### src/rtl/auth_pwr_seq_pkg.sv
// Shared definitions for the BLE power-up sequencer.
// Holds the state encoding and the two command byte values that the
// sequencer decodes from the UART receive stream.
package auth_pkg;

  // Sequencer states. The encoding is what appears on state_o.
  typedef enum logic [1:0] {
    ST_OFF  = 2'b00,
    ST_PWR1 = 2'b01,
    ST_PWR2 = 2'b10
  } state_t;

  localparam logic [7:0] CMD_GO   = 8'h47;  // 'G'
  localparam logic [7:0] CMD_STOP = 8'h53;  // 'S'

endpackage

### src/rtl/auth_pwr_seq_if.sv
// Bundle between the UART/rider side and the power-up sequencer.
//   rx_data    : received byte
//   rx_rdy     : byte valid, held until clr_rx_rdy
//   rider_off  : raw rider-absent flag from steer_en
//   clr_rx_rdy : one-cycle consume pulse
//   pwr_up     : balance/steer enable
//   state_o    : current state encoding
//   link_lost  : one-cycle watchdog expiry pulse
// master = UART/rider side, slave = sequencer.
interface auth_pwr_seq_if;
  logic [7:0] rx_data;
  logic       rx_rdy;
  logic       rider_off;
  logic       clr_rx_rdy;
  logic       pwr_up;
  logic [1:0] state_o;
  logic       link_lost;

  modport master (
    output rx_data, rx_rdy, rider_off,
    input  clr_rx_rdy, pwr_up, state_o, link_lost
  );

  modport slave (
    input  rx_data, rx_rdy, rider_off,
    output clr_rx_rdy, pwr_up, state_o, link_lost
  );
endinterface

### src/rtl/persist_cnt.sv
// Saturating consecutive-high counter.
//   clk, rst : clock and synchronous active-high reset
//   clr      : synchronous clear
//   din      : level being qualified; any low cycle restarts the count
//   hit      : high once din has been high for MAX_CNT consecutive cycles
module persist_cnt #(
  parameter int unsigned MAX_CNT = 4
) (
  input  logic clk,
  input  logic rst,
  input  logic clr,
  input  logic din,
  output logic hit
);
  localparam int CW = $clog2(MAX_CNT + 1);

  logic [CW-1:0] cnt_reg;

  always_ff @(posedge clk) begin
    if (rst || clr || !din) begin
      cnt_reg <= '0;
    end else if (cnt_reg != CW'(MAX_CNT)) begin
      cnt_reg <= cnt_reg + 1'b1;
    end
  end

  assign hit = (cnt_reg == CW'(MAX_CNT));
endmodule

### src/rtl/auth_pwr_seq.sv
// Power-up sequencer between the BLE UART receiver and the balance/steer
// datapath. Decodes 'G'/'S' command bytes, combines them with a debounced
// rider-absent flag and a link-loss watchdog, and drives pwr_up.
//   clk : system clock
//   rst : synchronous active-high reset
//   bus : auth_pwr_seq_if.slave (rx_data, rx_rdy, rider_off in;
//         clr_rx_rdy, pwr_up, state_o, link_lost out, all registered)
module auth_pwr_seq
  import auth_pkg::*;
#(
  parameter int unsigned OFF_DB_CYC = 1024,
  parameter int unsigned WDOG_CYC   = 50_000_000
) (
  input  logic           clk,
  input  logic           rst,
  auth_pwr_seq_if.slave  bus
);
  localparam logic [1:0] S_OFF  = ST_OFF;
  localparam logic [1:0] S_PWR1 = ST_PWR1;
  localparam logic [1:0] S_PWR2 = ST_PWR2;
  localparam int WW = $clog2(WDOG_CYC + 1);

  logic [1:0]    state_reg, state_next;
  logic [WW-1:0] wdog_reg, wdog_next;
  logic          clr_reg, pwr_reg, link_lost_reg;
  logic          take, wdog_exp, rider_gone;

  persist_cnt #(.MAX_CNT(OFF_DB_CYC)) u_rider_db (
    .clk (clk),
    .rst (rst),
    .clr (1'b0),
    .din (bus.rider_off),
    .hit (rider_gone)
  );

  // A byte still flagged during its own clear cycle is the same byte.
  assign take = bus.rx_rdy && !clr_reg;

  // A byte arriving on the expiry cycle wins and re-arms the watchdog.
  assign wdog_exp = (state_reg == S_PWR1) && !take &&
                    (wdog_reg == WW'(WDOG_CYC - 1));

  always_comb begin
    state_next = state_reg;
    case (state_reg)
      S_OFF: begin
        if (take && bus.rx_data == CMD_GO) state_next = S_PWR1;
      end
      S_PWR1: begin
        // Rider leaving alone never drops power here; only Stop or link loss.
        if (take) begin
          if (bus.rx_data == CMD_STOP) state_next = rider_gone ? S_OFF : S_PWR2;
        end else if (wdog_exp) begin
          state_next = S_PWR2;
        end
      end
      S_PWR2: begin
        if (rider_gone)                       state_next = S_OFF;
        else if (take && bus.rx_data == CMD_GO) state_next = S_PWR1;
      end
      default: state_next = S_OFF;
    endcase
  end

  always_comb begin
    wdog_next = wdog_reg + 1'b1;
    if (state_reg != S_PWR1 || take || wdog_exp) wdog_next = '0;
  end

  always_ff @(posedge clk) begin
    if (rst) begin
      state_reg     <= S_OFF;
      wdog_reg      <= '0;
      clr_reg       <= 1'b0;
      pwr_reg       <= 1'b0;
      link_lost_reg <= 1'b0;
    end else begin
      state_reg     <= state_next;
      wdog_reg      <= wdog_next;
      clr_reg       <= take;
      pwr_reg       <= (state_next != S_OFF);
      link_lost_reg <= wdog_exp;
    end
  end

  assign bus.clr_rx_rdy = clr_reg;
  assign bus.pwr_up     = pwr_reg;
  assign bus.state_o    = state_reg;
  assign bus.link_lost  = link_lost_reg;
endmodule

### src/flat_wrapper.sv
// flat-port wrapper written by rule: the top's interface ports become plain ports
module auth_pwr_seq_flat import auth_pkg::*;
#(
  parameter int unsigned OFF_DB_CYC = 1024,
  parameter int unsigned WDOG_CYC   = 50_000_000
)
  (clk, rst, bus_rx_data, bus_rx_rdy, bus_rider_off, bus_clr_rx_rdy, bus_pwr_up, bus_state_o, bus_link_lost);
  auth_pwr_seq_if bus_i ();
  input  logic clk;
  input  logic rst;
  input wire logic [$bits(bus_i.rx_data)-1:0] bus_rx_data;
  input wire logic [$bits(bus_i.rx_rdy)-1:0] bus_rx_rdy;
  input wire logic [$bits(bus_i.rider_off)-1:0] bus_rider_off;
  output wire logic [$bits(bus_i.clr_rx_rdy)-1:0] bus_clr_rx_rdy;
  output wire logic [$bits(bus_i.pwr_up)-1:0] bus_pwr_up;
  output wire logic [$bits(bus_i.state_o)-1:0] bus_state_o;
  output wire logic [$bits(bus_i.link_lost)-1:0] bus_link_lost;
  assign bus_i.rx_data = bus_rx_data;
  assign bus_i.rx_rdy = bus_rx_rdy;
  assign bus_i.rider_off = bus_rider_off;
  assign bus_clr_rx_rdy = bus_i.clr_rx_rdy;
  assign bus_pwr_up = bus_i.pwr_up;
  assign bus_state_o = bus_i.state_o;
  assign bus_link_lost = bus_i.link_lost;
  auth_pwr_seq #(.OFF_DB_CYC(OFF_DB_CYC), .WDOG_CYC(WDOG_CYC)) u_core (.clk(clk), .rst(rst), .bus(bus_i));
endmodule
### config.mk
export PLATFORM = sky130hd
export DESIGN_NAME = auth_pwr_seq_flat
export DESIGN_NICKNAME = d
export VERILOG_FILES = /design/src/rtl/auth_pwr_seq_pkg.sv /design/src/rtl/auth_pwr_seq_if.sv /design/src/rtl/persist_cnt.sv /design/src/rtl/auth_pwr_seq.sv /design/src/flat_wrapper.sv
export SDC_FILE = /design/constraint.sdc
export NUM_CORES = 1
export LEC_CHECK = 0
export CORE_ASPECT_RATIO = 0.6
export CORE_MARGIN = 3
export CORE_UTILIZATION = 55
export CTS_CLUSTER_SIZE = 20
export DETAILED_ROUTE_END_ITERATION = 10
export GPL_TIMING_DRIVEN = 1
export PLACE_DENSITY = 0.84
export SLEW_MARGIN = 15
export SYNTH_ARGS = -nofsm -noshare
export SYNTH_HDL_FRONTEND = slang
export SYNTH_HIERARCHICAL = 1
export SYNTH_SLANG_ARGS = --single-unit
### constraint.sdc
create_clock -name clk -period 3.88 [get_ports clk]
set_input_delay 0.97 -clock clk [delete_from_list [all_inputs] [get_ports clk]]
set_output_delay 0.97 -clock clk [all_outputs]
set_load 0.01 [all_outputs]
Word-level counts from Yosys, hierarchy flattened
Index checks and enable logic that the tools add are counted.

Add/subtract/negate cells: 2. Reductions and logical operators: 13. Muxes and demuxes: 7. Equality and inequality tests: 8.

Operators with widths (count): $add A26 B1 Y26 const B (1); $eq A26 B26 Y1 const B (1); $eq A8 B7 Y1 const B (2); $mux W2 (6); $add A11 B1 Y11 const B (1); $eq A11 B11 Y1 const B (1); $ne A11 B11 Y1 const B (1); $pmux W2 S3 (1); $logic_and A1 B1 Y1 (4); $logic_not A1 Y1 (3); $logic_or A1 B1 Y1 (3); $eq A2 B1 Y1 const B (1); $eq A2 B2 Y1 const B (1); $logic_not A2 Y1 (1); $ne A2 B1 Y1 const B (1); $reduce_bool A2 Y1 (1); $reduce_or A2 Y1 (1).

Flip-flop bits (word level): 42. Output and inout port bits: 5. Word-level logic and storage cells: 36.

Depth between registers and ports, before layout
Word-level depth: 9. Depth in mapped cells: 8. Mapped depth without buffers: 8.

Hierarchy
Netlist, hierarchy kept.

Modules (own cells, without submodules): auth_pwr_seq (sequential area each 620.6 um2, times used 1, cells each 177, area each 1507.7 um2); persist_cnt (sequential area each 220.2 um2, times used 1, cells each 62, area each 560.5 um2).

Worst setup path after synthesis
OpenSTA, ideal clock, no wires.

Kind: input-to-reg. From: in bus_rx_data[3]. To: reg u_core.pwr_reg, in the netlist u_core/bus.pwr_up. Data required time: 3.747 ns. Arrival time: 1.880 ns. Stages: 4. Path slack: 1.867 ns. Buffers on the path: 0. Path through: nor4b_1 nand4_1 o41ai_1 o31ai_1.

Cells in the longest elaborated chain, start to end: 6. Elaborated cells between the ends (all ways): 9.

RTL lines: start: declaration (line flat_wrapper.sv:11) `input wire logic [$bits(bus_i.rx_data)-1:0] bus_rx_data;`; $eq A8 B7 Y1 (line auth_pwr_seq.sv:47, auth_pwr_seq.sv:59); $logic_and A1 B1 Y1 (line auth_pwr_seq.sv:47, auth_pwr_seq.sv:59); $mux W2 (line auth_pwr_seq.sv:47, auth_pwr_seq.sv:59); $mux W2 (line auth_pwr_seq.sv:58) `if (rider_gone) state_next = S_OFF;`; $pmux W2 S3 (*) (line auth_pwr_seq.sv:45) `case (state_reg)`; $reduce_bool A2 Y1 (*) (line auth_pwr_seq.sv:81) `pwr_reg <= (state_next != S_OFF);`; end signal: assignment (line auth_pwr_seq.sv:81); end: declaration (line auth_pwr_seq.sv:25) `logic clr_reg, pwr_reg, link_lost_reg;`.

Every way passes the cells marked *; elsewhere a longest branch is shown, timed or not. A chain may end at the register's enable or synchronous reset.

Worst setup path in the final report
Same ends and word-level chain as after synthesis.

==> flow_summary_export.csv <==
group,metric,value,unit
logic_synthesis,synth_edf_count,0,
logic_synthesis,yosysTopAreaCell,"dfxtp_1",
logic_synthesis,synth_ff_type,"dfxtp_1",
grt,grt_util_all_layers,21.8,%
finish,fin_nets,272,
worst_setup_path,path_class,"primary input to flop",
status,status,"complete, no violations",
worst_setup_path,path_buf_inv,1,
logic_synthesis,postSynthAreaPerCell,8.65,sq um
place,port_buffers,16,
die,initial_core_util,60.4,%
clock_tree,cts_hold_buf,0,
clock_tree,cts_buffer_depth,2,
finish,syn2layout_area_growth,13.0,%
sta,slew_headroom,27.6,%
sta,fin_crit_sh,62.5,%
logic_synthesis,synth_top_area_share,40.7,%
worst_setup_path,crit_required,4.03,ns
clock_tree,clk_pin_slew_worst_paths,0.07,ns
die,placementRows,16,
finish,antennaDiodeCount,0,
place,gp_congestion,0.915,
detailed_routing,firstDrtPassIters,4,
die,core_area,0.00342,sq mm
logic_synthesis,ys_seq_area_share,40.7,%
logic_synthesis,syn_inst,239,
die,dieArea,0.00456,sq mm
sta,setup-tns-final,0,ns
grt,grt_first_pass_wirelength,7860,um
power,powerDensity,319,mW/mm^2
clock_tree,cts_tree,"done",
finish,drive_gt1_share,6.20,%
worst_setup_path,crit_family,"simple AND/OR/NAND/NOR gates",
worst_setup_path,slowest_delay,0.44,ns
power,leakage,0.000702,uW
sta,fmax,412,MHz
sta,setup_viol,0,
power,ir_drop,0.000244,V
worst_setup_path,worst_setup_path_start_kind,"primary input",
worst_setup_path,cp_slowest_cell,"o41ai_1",
die,die_x,85.2,um
power,finalPower,746,uW
clock_tree,clock_latency,0.29,ns
sta,skew,0.00863,ns
logic_synthesis,syn_area,0.00207,sq mm
logic_synthesis,synth.distinct_cells,43,
logic_synthesis,yosys_warnings,6,
sta,fin_crit,2.43,ns
clock_tree,cts_num_sinks,42,
logic_synthesis,ys_ff_latch,42,
detailed_routing,routed_via_density,6.18,
clock_tree,cts_buffers,5,
die,ios,17,
finish,largest_register_ffs,26,
detailed_routing,avgRoutedWirePerCell,15.5,um
worst_hold_path,hold_class,"flop to flop",
grt,grt_overflow_total,0,
logic_synthesis,synth_async_sr_flop_share,0,%
logic_synthesis,yosys-top-cells-count,"42 x dfxtp_1, 21 x nor2_1, 19 x a21oi_1",
detailed_routing,postRouteAntennaNets,0,
logic_synthesis,synth_most_common_cell,"dfxtp_1",
worst_setup_path,path_cells,"clkdlybuf4s50_1, nor4b_1, nand4_1, o41ai_1, o31ai_1",
clock_tree,post_cts_buffers,0,
grt,antenna_found_initial,0,
detailed_routing,drc,0,
place,hpwl,3450,um
clock_tree,cts-root-buf,"clkbuf_8",
detailed_routing,drt_iter0_drc,201,
clock_tree,cts_resized,0,
sta,worstMarginPinSlew,1.08,ns
logic_synthesis,synth_area_leaders,"dfxtp_1 41%, a21oi_1 4.6%, nand3_1 4.4%",
sta,drv_slew,0,
detailed_routing,vias,1873,
clock_tree,cts_max_level,2,
finish,fillers,273,
sta,rsz0062_at_grt,"false",
flow_run,drv_cap,0,
worst_setup_path,end_kind,"flop",
die,fp.dieH,53.5,um
detailed_routing,wl,4710,um
worst_setup_path,worstPathArrival,2.58,ns
worst_setup_path,cp_max_fo,4,
sta,hold_viol,0,
grt,grt_max_degree,27,
grt,grt_pass1_vias,1673,
## worst register-to-register path, stage by stage, from the launching register on
cell and delay [ns]:
dfxtp_1 0.38, ha_1 0.21, and3_1 0.37, nand4_1 0.24
o211ai_2 0.92, nor2_1 0.12
## report_power, final
| part | switching, uW | internal (uW) | total [uW] |
|---|---|---|---|
| sequential | 1.45 | 432 | 433 |
| clock | 143 | 144 | 287 |
| combinational | 11.0 | 15.0 | 26.0 |
## metrics by stage
step                instances  area (sq um)  hold slack, ns  util [%]  setup slack [ns]
CTS                       303          2340           0.488      68.3              1.47
floorplan                 240          2070           0.426         -              1.87
finish                    303          2340           0.483      68.3              1.45
global placement          295          2250           0.451      65.6              1.20
detailed placement        295          2250           0.474      65.6              1.17
global route              303          2340           0.505      68.3              1.25
## cells in the final DEF, fill, tap and decap left out, drive strengths merged, types with 5 or more instances in the layout
master,instances
inv,5
nand2,18
xor2,10
and4,5
or3,8
clkbuf,7
nand3,18
clkdlybuf4s50,16
or4,10
o31ai,9
nand4,12
and3,5
dfxtp,42
o21ai,11
a21oi,19
nor2,21
## worst paths after layout
kind | startpoint | slack [ns] | to | depth (start not counted)
hold / removal | u_core/wdog_reg[0] | 0.48 | u_core/wdog_reg[0] | 1
setup reg to reg | u_core/wdog_reg[0] | 1.48 | u_core/wdog_reg[4] | 5
hold reg to reg | u_core/wdog_reg[0] | 0.48 | u_core/wdog_reg[0] | 1
setup / recovery | bus_rx_data[3] | 1.45 | u_core/bus.pwr_up | 5
## layer usage
metal	vias up	global-route usage, %	share of wire, %
met5	-	0	0
li1	927	-	-
met3	2	5.75	8.6
met4	0	3.16	0.21
met2	72	31.7	40
met1	872	32.8	51
## final cells by class
| cell class | count | area [sq um] | area share [%] |
|---|---|---|---|
| Tap cell | 45 | 56.3 | 2.41 |
| Timing Repair Buffer | 16 | 160 | 6.85 |
| Inverter | 5 | 18.8 | 0.803 |
| Clock buffer | 7 | 86.3 | 3.69 |
| Sequential cell | 42 | 841 | 36.0 |
| Clock inverter | 1 | 5.00 | 0.214 |
| Multi-Input combinational cell | 187 | 1170 | 50.1 |
## cells by family (layout without fill, tap and decap cells)
kind of cell	after synthesis	in the layout	synth area share, %
muxes	2	2	0.968
other	1	2	0.181
DFF	42	42	40.7
AOI/OAI and AO/OA	48	48	14.4
buffers and inverters	11	29	2.96
and+or+nand+nor	118	118	33.1
xor gates and xnor gates	14	14	5.93
adders and majority gates	3	3	1.82
Power figures use the tool's default switching activity.
